**config.mk**
```make
export PLATFORM = sky130hd
export DESIGN_NAME = gtp_upload
export DESIGN_NICKNAME = d
export VERILOG_FILES = /design/src/rtl/gtp_upload.sv
export SDC_FILE = /design/constraint.sdc
export NUM_CORES = 1
export LEC_CHECK = 0
export ABC_CLOCK_PERIOD_IN_PS = 14300
export CAP_MARGIN = 5
export CORE_ASPECT_RATIO = 0.6
export CORE_UTILIZATION = 64
export DETAILED_ROUTE_END_ITERATION = 6
export GPL_ROUTABILITY_DRIVEN = 0
export PLACE_DENSITY = 0.91
export SLEW_MARGIN = 40
export SYNTH_ARGS = -nofsm -noshare
export SYNTH_HDL_FRONTEND = slang
export SYNTH_SLANG_ARGS = --single-unit
```
**constraint.sdc**
```tcl
create_clock -name clk_sys -period 14.3 [get_ports clk_sys]
set_input_delay 2.145 -clock clk_sys [delete_from_list [all_inputs] [get_ports clk_sys]]
set_output_delay 2.145 -clock clk_sys [all_outputs]
set_load 0.02 [all_outputs]
```
**src/rtl/gtp_upload.sv**
```systemverilog
// Streams a Galaksija RAM region to the host as a GTP standard block over the data_io
// upload channel: 10-byte header, prefetched RAM bytes, then the tape checksum.
module gtp_upload #(
  parameter int unsigned ADDR_W  = 16,
  parameter logic [15:0] MAX_LEN = 16'hFFF9
) (
  input  logic              clk_sys,
  input  logic              reset_in,
  input  logic [ADDR_W-1:0] start_addr,
  input  logic [ADDR_W-1:0] end_addr,
  input  logic              ioctl_upload,
  input  logic              ioctl_rd,
  output logic [7:0]        ioctl_din,
  output logic [ADDR_W-1:0] mem_addr,
  output logic              mem_rd,
  input  logic [7:0]        mem_din,
  output logic              busy,
  output logic              done
);

  typedef enum logic [2:0] {
    StIdle,
    StHdr,
    StFetch,
    StWait,
    StData,
    StCsum,
    StEnd
  } state_e;

  state_e            state_q, state_d;
  logic              upload_q;
  logic [ADDR_W-1:0] start_q, start_d;
  logic [ADDR_W-1:0] endp_q, endp_d;
  logic [15:0]       len_q, len_d;
  logic [15:0]       didx_q, didx_d;
  logic [3:0]        hidx_q, hidx_d;
  logic [7:0]        sum_q, sum_d;
  logic [7:0]        data_q, data_d;
  logic              done_q, done_d;

  logic [ADDR_W-1:0] span;
  logic [31:0]       span32;
  logic [15:0]       n_new;
  logic [15:0]       start16, endp16, pay_len;
  logic [15:0]       didx_inc;
  logic [7:0]        hdr_byte;
  logic              upload_rise, rd_ok, abort;

  assign upload_rise = ioctl_upload & ~upload_q;
  assign rd_ok       = ioctl_rd & ioctl_upload;
  assign abort       = ~ioctl_upload && (state_q != StIdle) && (state_q != StEnd);

  // Data length from the live inputs, clamped so the payload length stays within 16 bits.
  assign span   = (end_addr > start_addr) ? end_addr - start_addr : '0;
  assign span32 = 32'(span);
  assign n_new  = (span32 > 32'(MAX_LEN)) ? MAX_LEN : span32[15:0];

  assign start16  = 16'(start_q);
  assign endp16   = 16'(endp_q);
  assign pay_len  = len_q + 16'd6;
  assign didx_inc = didx_q + 16'd1;

  always_comb begin
    hdr_byte = 8'h00;
    case (hidx_q)
      4'd1:    hdr_byte = pay_len[7:0];
      4'd2:    hdr_byte = pay_len[15:8];
      4'd5:    hdr_byte = 8'hA5;
      4'd6:    hdr_byte = start16[7:0];
      4'd7:    hdr_byte = start16[15:8];
      4'd8:    hdr_byte = endp16[7:0];
      4'd9:    hdr_byte = endp16[15:8];
      default: hdr_byte = 8'h00;
    endcase
  end

  always_comb begin
    state_d = state_q;
    start_d = start_q;
    endp_d  = endp_q;
    len_d   = len_q;
    didx_d  = didx_q;
    hidx_d  = hidx_q;
    sum_d   = sum_q;
    data_d  = data_q;
    done_d  = done_q;

    unique case (state_q)
      StIdle: begin
        if (upload_rise) begin
          start_d = start_addr;
          len_d   = n_new;
          endp_d  = start_addr + ADDR_W'(n_new);
          hidx_d  = 4'd0;
          didx_d  = 16'd0;
          sum_d   = 8'h00;
          done_d  = 1'b0;
          state_d = StHdr;
        end
      end
      StHdr: begin
        if (rd_ok) begin
          // Only the four address bytes enter the checksum.
          if (hidx_q >= 4'd6) sum_d = sum_q + hdr_byte;
          if (hidx_q == 4'd9) begin
            state_d = (len_q != 16'd0) ? StFetch : StCsum;
          end else begin
            hidx_d = hidx_q + 4'd1;
          end
        end
      end
      StFetch: state_d = StWait;
      StWait: begin
        data_d  = mem_din;
        sum_d   = sum_q + mem_din;
        state_d = StData;
      end
      StData: begin
        if (rd_ok) begin
          didx_d  = didx_inc;
          state_d = (didx_inc < len_q) ? StFetch : StCsum;
        end
      end
      StCsum: begin
        if (rd_ok) begin
          done_d  = 1'b1;
          state_d = StEnd;
        end
      end
      StEnd: begin
        if (!ioctl_upload) state_d = StIdle;
      end
      default: state_d = StIdle;
    endcase

    if (abort) state_d = StIdle;
  end

  always_comb begin
    ioctl_din = 8'h00;
    case (state_q)
      StHdr:   ioctl_din = hdr_byte;
      StData:  ioctl_din = data_q;
      StCsum:  ioctl_din = ~sum_q;
      default: ioctl_din = 8'h00;
    endcase
  end

  assign mem_rd   = (state_q == StFetch);
  assign mem_addr = mem_rd ? start_q + ADDR_W'(didx_q) : '0;
  assign busy     = (state_q != StIdle);
  assign done     = done_q;

  always_ff @(posedge clk_sys) begin
    if (!reset_in) begin
      state_q  <= StIdle;
      upload_q <= 1'b0;
      start_q  <= '0;
      endp_q   <= '0;
      len_q    <= 16'd0;
      didx_q   <= 16'd0;
      hidx_q   <= 4'd0;
      sum_q    <= 8'h00;
      data_q   <= 8'h00;
      done_q   <= 1'b0;
    end else begin
      state_q  <= state_d;
      upload_q <= ioctl_upload;
      start_q  <= start_d;
      endp_q   <= endp_d;
      len_q    <= len_d;
      didx_q   <= didx_d;
      hidx_q   <= hidx_d;
      sum_q    <= sum_d;
      data_q   <= data_d;
      done_q   <= done_d;
    end
  end

endmodule

```
; ---- Word-level counts from Yosys, hierarchy flattened
; Cells that the tools add are included.
[word_totals]
register_bits = 89
input_bits = 44
out_inout_bits = 27
elab_cells = 94
[classes]
add_sub_neg = 8
magnitude_cmp = 4
eq_ne = 22
muxes = 28
bitwise = 6
n_reduce_logical = 16
[op_table]
columns = operator, n
row1 = $mux 16, 5
row2 = $pmux 8 s7, 1
row3 = $pmux 8 s3, 2
row4 = $add 16x16->16, 2
row5 = $pmux 16 s2, 1
row6 = $mux 3, 8
row7 = $mux 8, 3
row8 = $pmux 3 s7, 1
row9 = $add 16x1->16 const B, 1
row10 = $add 16x3->16 const B, 1
row11 = $add 8x8->8, 2
row12 = $gt 16x16->1, 1
row13 = $gt 16x16->1 const B, 1
row14 = $lt 16x16->1, 1
row15 = $ne 2x2->1 const B, 8
row16 = $reduce_bool 16->1, 1
row17 = $sub 16x16->16, 1
row18 = $eq 4x3->1 const B, 3
row19 = $mux 4, 3
row20 = $eq 3x3->1 const B, 3
row21 = $eq 4x4->1 const B, 2
row22 = $not 8->8, 1
row23 = $pmux 4 s2, 1
row24 = $reduce_and 4->1, 2
row25 = other kinds (19), 29

; ---- Logic depth before layout (Yosys ltp)
[depth]
ltp_word = 6
depth_mapped = 23
ltp_nobuf = 22

; ---- Least setup slack after synthesis
; No wires, ideal clock.
[synth_path]
path_type = input -> register
startpoint = input port end_addr[0]
endpoint = register endp_q[9], in the netlist endp16[9]
setup_time_ns = 0.116
t_arrival_ns = 6.276
required_time_ns = 14.184
setup_slack_ns = 7.908
path_stages = 21
path_buffers = 1
path_cell_list = inv_1 ha_1 fa_1 nand2b_1 a211oi_2 o21ai_2 a21oi_1 clkbuf_1 nand3_1 nor4_1 and4b_4 nor3_1 ha_1 a211o_1 a211oi_1 o21ai_0 a21o_1 a21o_1 a21oi_1 mux2i_1 a31o_2
[synth_via]
elab_chain_cells = 5
elab_cells_between_ends = 6
cone_classes = add/sub (2) / order compare (2) / mux (2)
[synth_lines]
columns = item, line_no
row1 = from (decl), 10  ; input logic [ADDR_W-1:0] end_addr,
row2 = $sub 16x16->16 or $gt 16x16->1 (tied branches), 55  ; assign span = (end_addr > start_addr) ? end_addr - start_addr : '0;
row3 = $mux 16 (*), 55
row4 = $gt 16x16->1, 57  ; assign n_new = (span32 > 32'(MAX_LEN)) ? MAX_LEN : span32[15:0];
row5 = $mux 16 (*), 57
row6 = via n_new[1], 44  ; logic [15:0] n_new;
row7 = $add 16x16->16 (*), 94  ; endp_d = start_addr + ADDR_W'(n_new);
row8 = to (signal assigned), 171  ; endp_q <= endp_d;
row9 = to (decl), 34  ; logic [ADDR_W-1:0] endp_q, endp_d;
; Mark *: on every way through the listed nets, which the timed path passes. The rest lies on a longest branch.
; A chain may end at the register's enable or synchronous reset.

; ---- Worst setup path after layout
[layout_path]
startpoint = input port start_addr[0]
endpoint = register endp_q[9], in the netlist endp16[9]
[layout_via]
elab_chain_cells = 5
elab_cells_between_ends = 6
cone_classes = add/sub (2) / order compare (2) / mux (2)
[layout_lines]
columns = item, line_no
row1 = from (decl), 9  ; input logic [ADDR_W-1:0] start_addr,
row2 = $sub 16x16->16 or $gt 16x16->1 (tied branches), 55
row3 = $mux 16 (*), 55
row4 = $gt 16x16->1, 57
row5 = $mux 16 (*), 57
row6 = via n_new[1], 44
row7 = $add 16x16->16 (*), 94
; Marks and branches as above.

==> results.md <==
* Setup crit end kind: flop
* Area leader, netlist: dfxtp_1
* DR vias/cell at ~6.6
* CP max FO at 12
* Clock root buffer: clkbuf_16
* Setup Crit Path Kind: input pin to flop
* Die width at 144.6 µm
* LEAKAGE at ~3.6 nW
* DRC errors left at 12
* TritonCTS clock tree: built
* Vias in the first global route at ~7400
* Top cells by area, synth: dfxtp_1 (23%), ha_1 (12%), a21oi_1 (7.4%)
* Adder-Cell Fraction of Synth Area at roughly an eighth
* Num CTS Buffers at 9
* Slowest Stage Delay on Critical Path at between 500 and 600 ps
* Overflow after GRT at 0
* Fin. max-slew vios at 0
* Clock skew at between 7 and 8 ps
* Clock Sinks at between 80 and 90
* Fin. Hold Viols at 0
* FF+latch count, synth at 89
* Min Tclk post-route at slightly below 8000 ps
* DRT iter0 DRCs at about 1100
* Fmax at 0.1301 GHz
* Cts hold-fix bufs at 0
* Complex-gate fraction of the synthesized area at 24.87%
* First-pass GRT wire length at roughly 38000 µm
* Async SR Flop Fraction at 0%
* Max Cap Viol at 0
* Area growth syn-to-layout at 14.46%
* Total negative setup slack at 0 ps
* ANT nets after route at 0
* R2r setup slk at ~9900 ps
* Antenna Cells at 0
* WP data arrival at 7920 ps
* Worst Hold Class: flop to flop
* Mux cell area share after synthesis at less than 1%
* Max_slew headroom at between 40 and 50%
* Total routing usage reported by global routing at between 30 and 40%
* Mapped Area at just under 0.008 mm²
* RSZ-0062 raised after global routing: no
* Main synth FF type: dfxtp_1
* Die Span Y at approximately 90 µm
* Via count at about 8500
* Distinct cell type count after synthesis at 76
* Avg Inst Size Synth at between 7 and 8 µm²
* Ys Warns at 0
* Leading cell type by number of instances after synthesis: nand2_1
* Largest net degree at the start of global routing at 81
* Main combinational cell family by area after synthesis: simple AND/OR/NAND/NOR gates
* Initial Utilization at approximately 67%
* Filler cell count in the final layout at roughly 840
* Hold path cells at 2
* Number of enable flip-flop cells after synthesis at 0
* Row count at 30
* Synth Area in Simple Gates at between 20% and 30%
* Worst VDD drop at 0.06065 mV
* CORE AREA at ~0.012 mm²
* Startpoint types: input pin
* CP max stage cell: a211oi_1
* Final setup viols at 0
* Total die area at 0.01265 mm²
* Failing checks: DRC
* Worst Path Required at about 15000 ps
* Post-synthesis cell count at 1083
* Worst r2r path cells at 18
* Io pins at between 70 and 80
* Syn_nets at between 1000 and 1500
* Clk_lat worst skew at ~340 ps
* Sequential area share after synthesis at approximately 23%
* CP cell instances: clkdlybuf4s50_1 > ha_1 > fa_1 > nand2b_1 > a211oi_2 > o21ai_2 > a21oi_2 > nand3_1 > nor4_1 > and4b_4 > nor3_1 > ha_1 > a211o_1 > a211oi_1 > o21ai_0 > a21o_1 > a21o_1 > a21oi_1 > mux2i_1 > a31o_2
* Final net count at around 1200
* Reg clk slew, reported paths at ~60 ps
* Total power at roughly 0.9 mW
* Pwr dens at 103.8 mW/mm²
* Proportion of layout cells with a drive suffix above 1 at around 4.7%
* Post-CTS sizing at 0
* Detailed Route WL at between 20000 and 25000 µm
* Area share of the largest cell type after synthesis at a little under a quarter
* Post-Synth XOR/XNOR Area at 6.846%
* Final period utilization at between 50 and 60%
* H-tree Lvls at 3
* Drt pass-1 iters at 7
* Status: complete, but fails checks
* Synth cell count leaders: nand2_1 (143), nor2_1 (121), a21oi_1 (116), dfxtp_1 (89), ha_1 (74)
* Buffers added on ports at 70
* WL/cell at about 19 µm
* Clock Path Buffers at 2
* Slew @ Worst Pin at about 870 ps
* Initial antenna violation count at 0
* Post-CTS setup buffers at 0
* Detailed placer's ending HPWL at 18380 µm
==> metal layers <==
metal	GRT usage [%]	vias up	part of all wire, %
met2	54.76	562	40
met1	53.70	3890	43
met3	15.86	66	15
met5	0	-	0
li1	-	3958	-
met4	9.569	0	2.0
==> cells by family after synthesis <==
family,count (synthesis)
and+or+nand+nor,444
AOI/OAI and AO/OA,303
buffers and inverters,102
DFF,89
adders and majority gates,78
xor gates and xnor gates,61
muxes,6
==> state kept, by name (all words and copies together), names as in the netlist <==
name      flops
didx_q       16
endp16       16
len_q        16
start16      16
data_q        8
sum_q         8
hidx_q        4
state_q       3
done          1
upload_q      1
==> worst max-delay path, delay by kind of cell <==
family	cells	cell delay (ps)
AO/OA/AOI/OAI	10	3020
adder cells (fa/ha/maj)	3	960
buffers and inverters	1	460
multiplexers	1	100
AND/OR/NAND/NOR	5	1220
==> layout by cell type, fill, tap and decap left out, types with 6 or more instances in the layout <==
cell type	count
nand3_1	32
a21o_1	26
o211ai_1	13
o21a_1	6
nand4_1	10
a22oi_1	17
o221ai_1	6
inv_1	54
nand2b_1	12
nor3_1	33
nor2b_1	10
and2_1	15
a211oi_1	8
nand2_1	143
a221oi_1	6
a31oi_1	12
xor2_1	28
a21oi_1	115
o21ai_0	48
nor2_1	120
or2_2	11
and3_1	12
xnor2_1	33
ha_1	74
nor4_1	14
clkbuf_16	9
dfxtp_1	88
clkdlybuf4s50_1	70
==> cell type report <==
cell class,count,area [µm²],share of cell area (%)
Clock buffer,10,229.0,2.563
Clock inverter,6,115.1,1.289
Inverter,55,206.4,2.311
Multi-Input combinational cell,892,5649,63.24
Sequential cell,89,1783,19.96
Tap cell,160,200.2,2.241
Timing Repair Buffer,76,749.5,8.391
==> through the flow <==
stage	hold WS [ps]	util [%]	instances	area [µm²]	setup slack (ps)
2_1_floorplan	431.6	-	1083	7804	7908
3_3_place_gp	439.6	73.93	1272	8574	6526
6_report	461.4	77.01	1288	8932	6616
5_1_grt	471.2	77.01	1288	8932	6418
4_1_cts	456.9	76.94	1288	8924	6545
3_5_place_dp	447.6	73.97	1272	8579	6202
==> report_power, final <==
group,internal (mW),switching (mW)
clock network,0.172,0.101
logic,0.125,0.217
registers,0.272,0.0393
total,0.569,0.358
==> path summary, 6_finish.rpt <==
check | start | end
worst max register to register | hidx_q[1] | sum_q[7]
worst max-delay path | start_addr[0] | endp16[9]
worst min register to register | data_q[6] | data_q[6]
worst min-delay path | data_q[6] | data_q[6]
No activity file was read; power rests on OpenSTA's default activity.
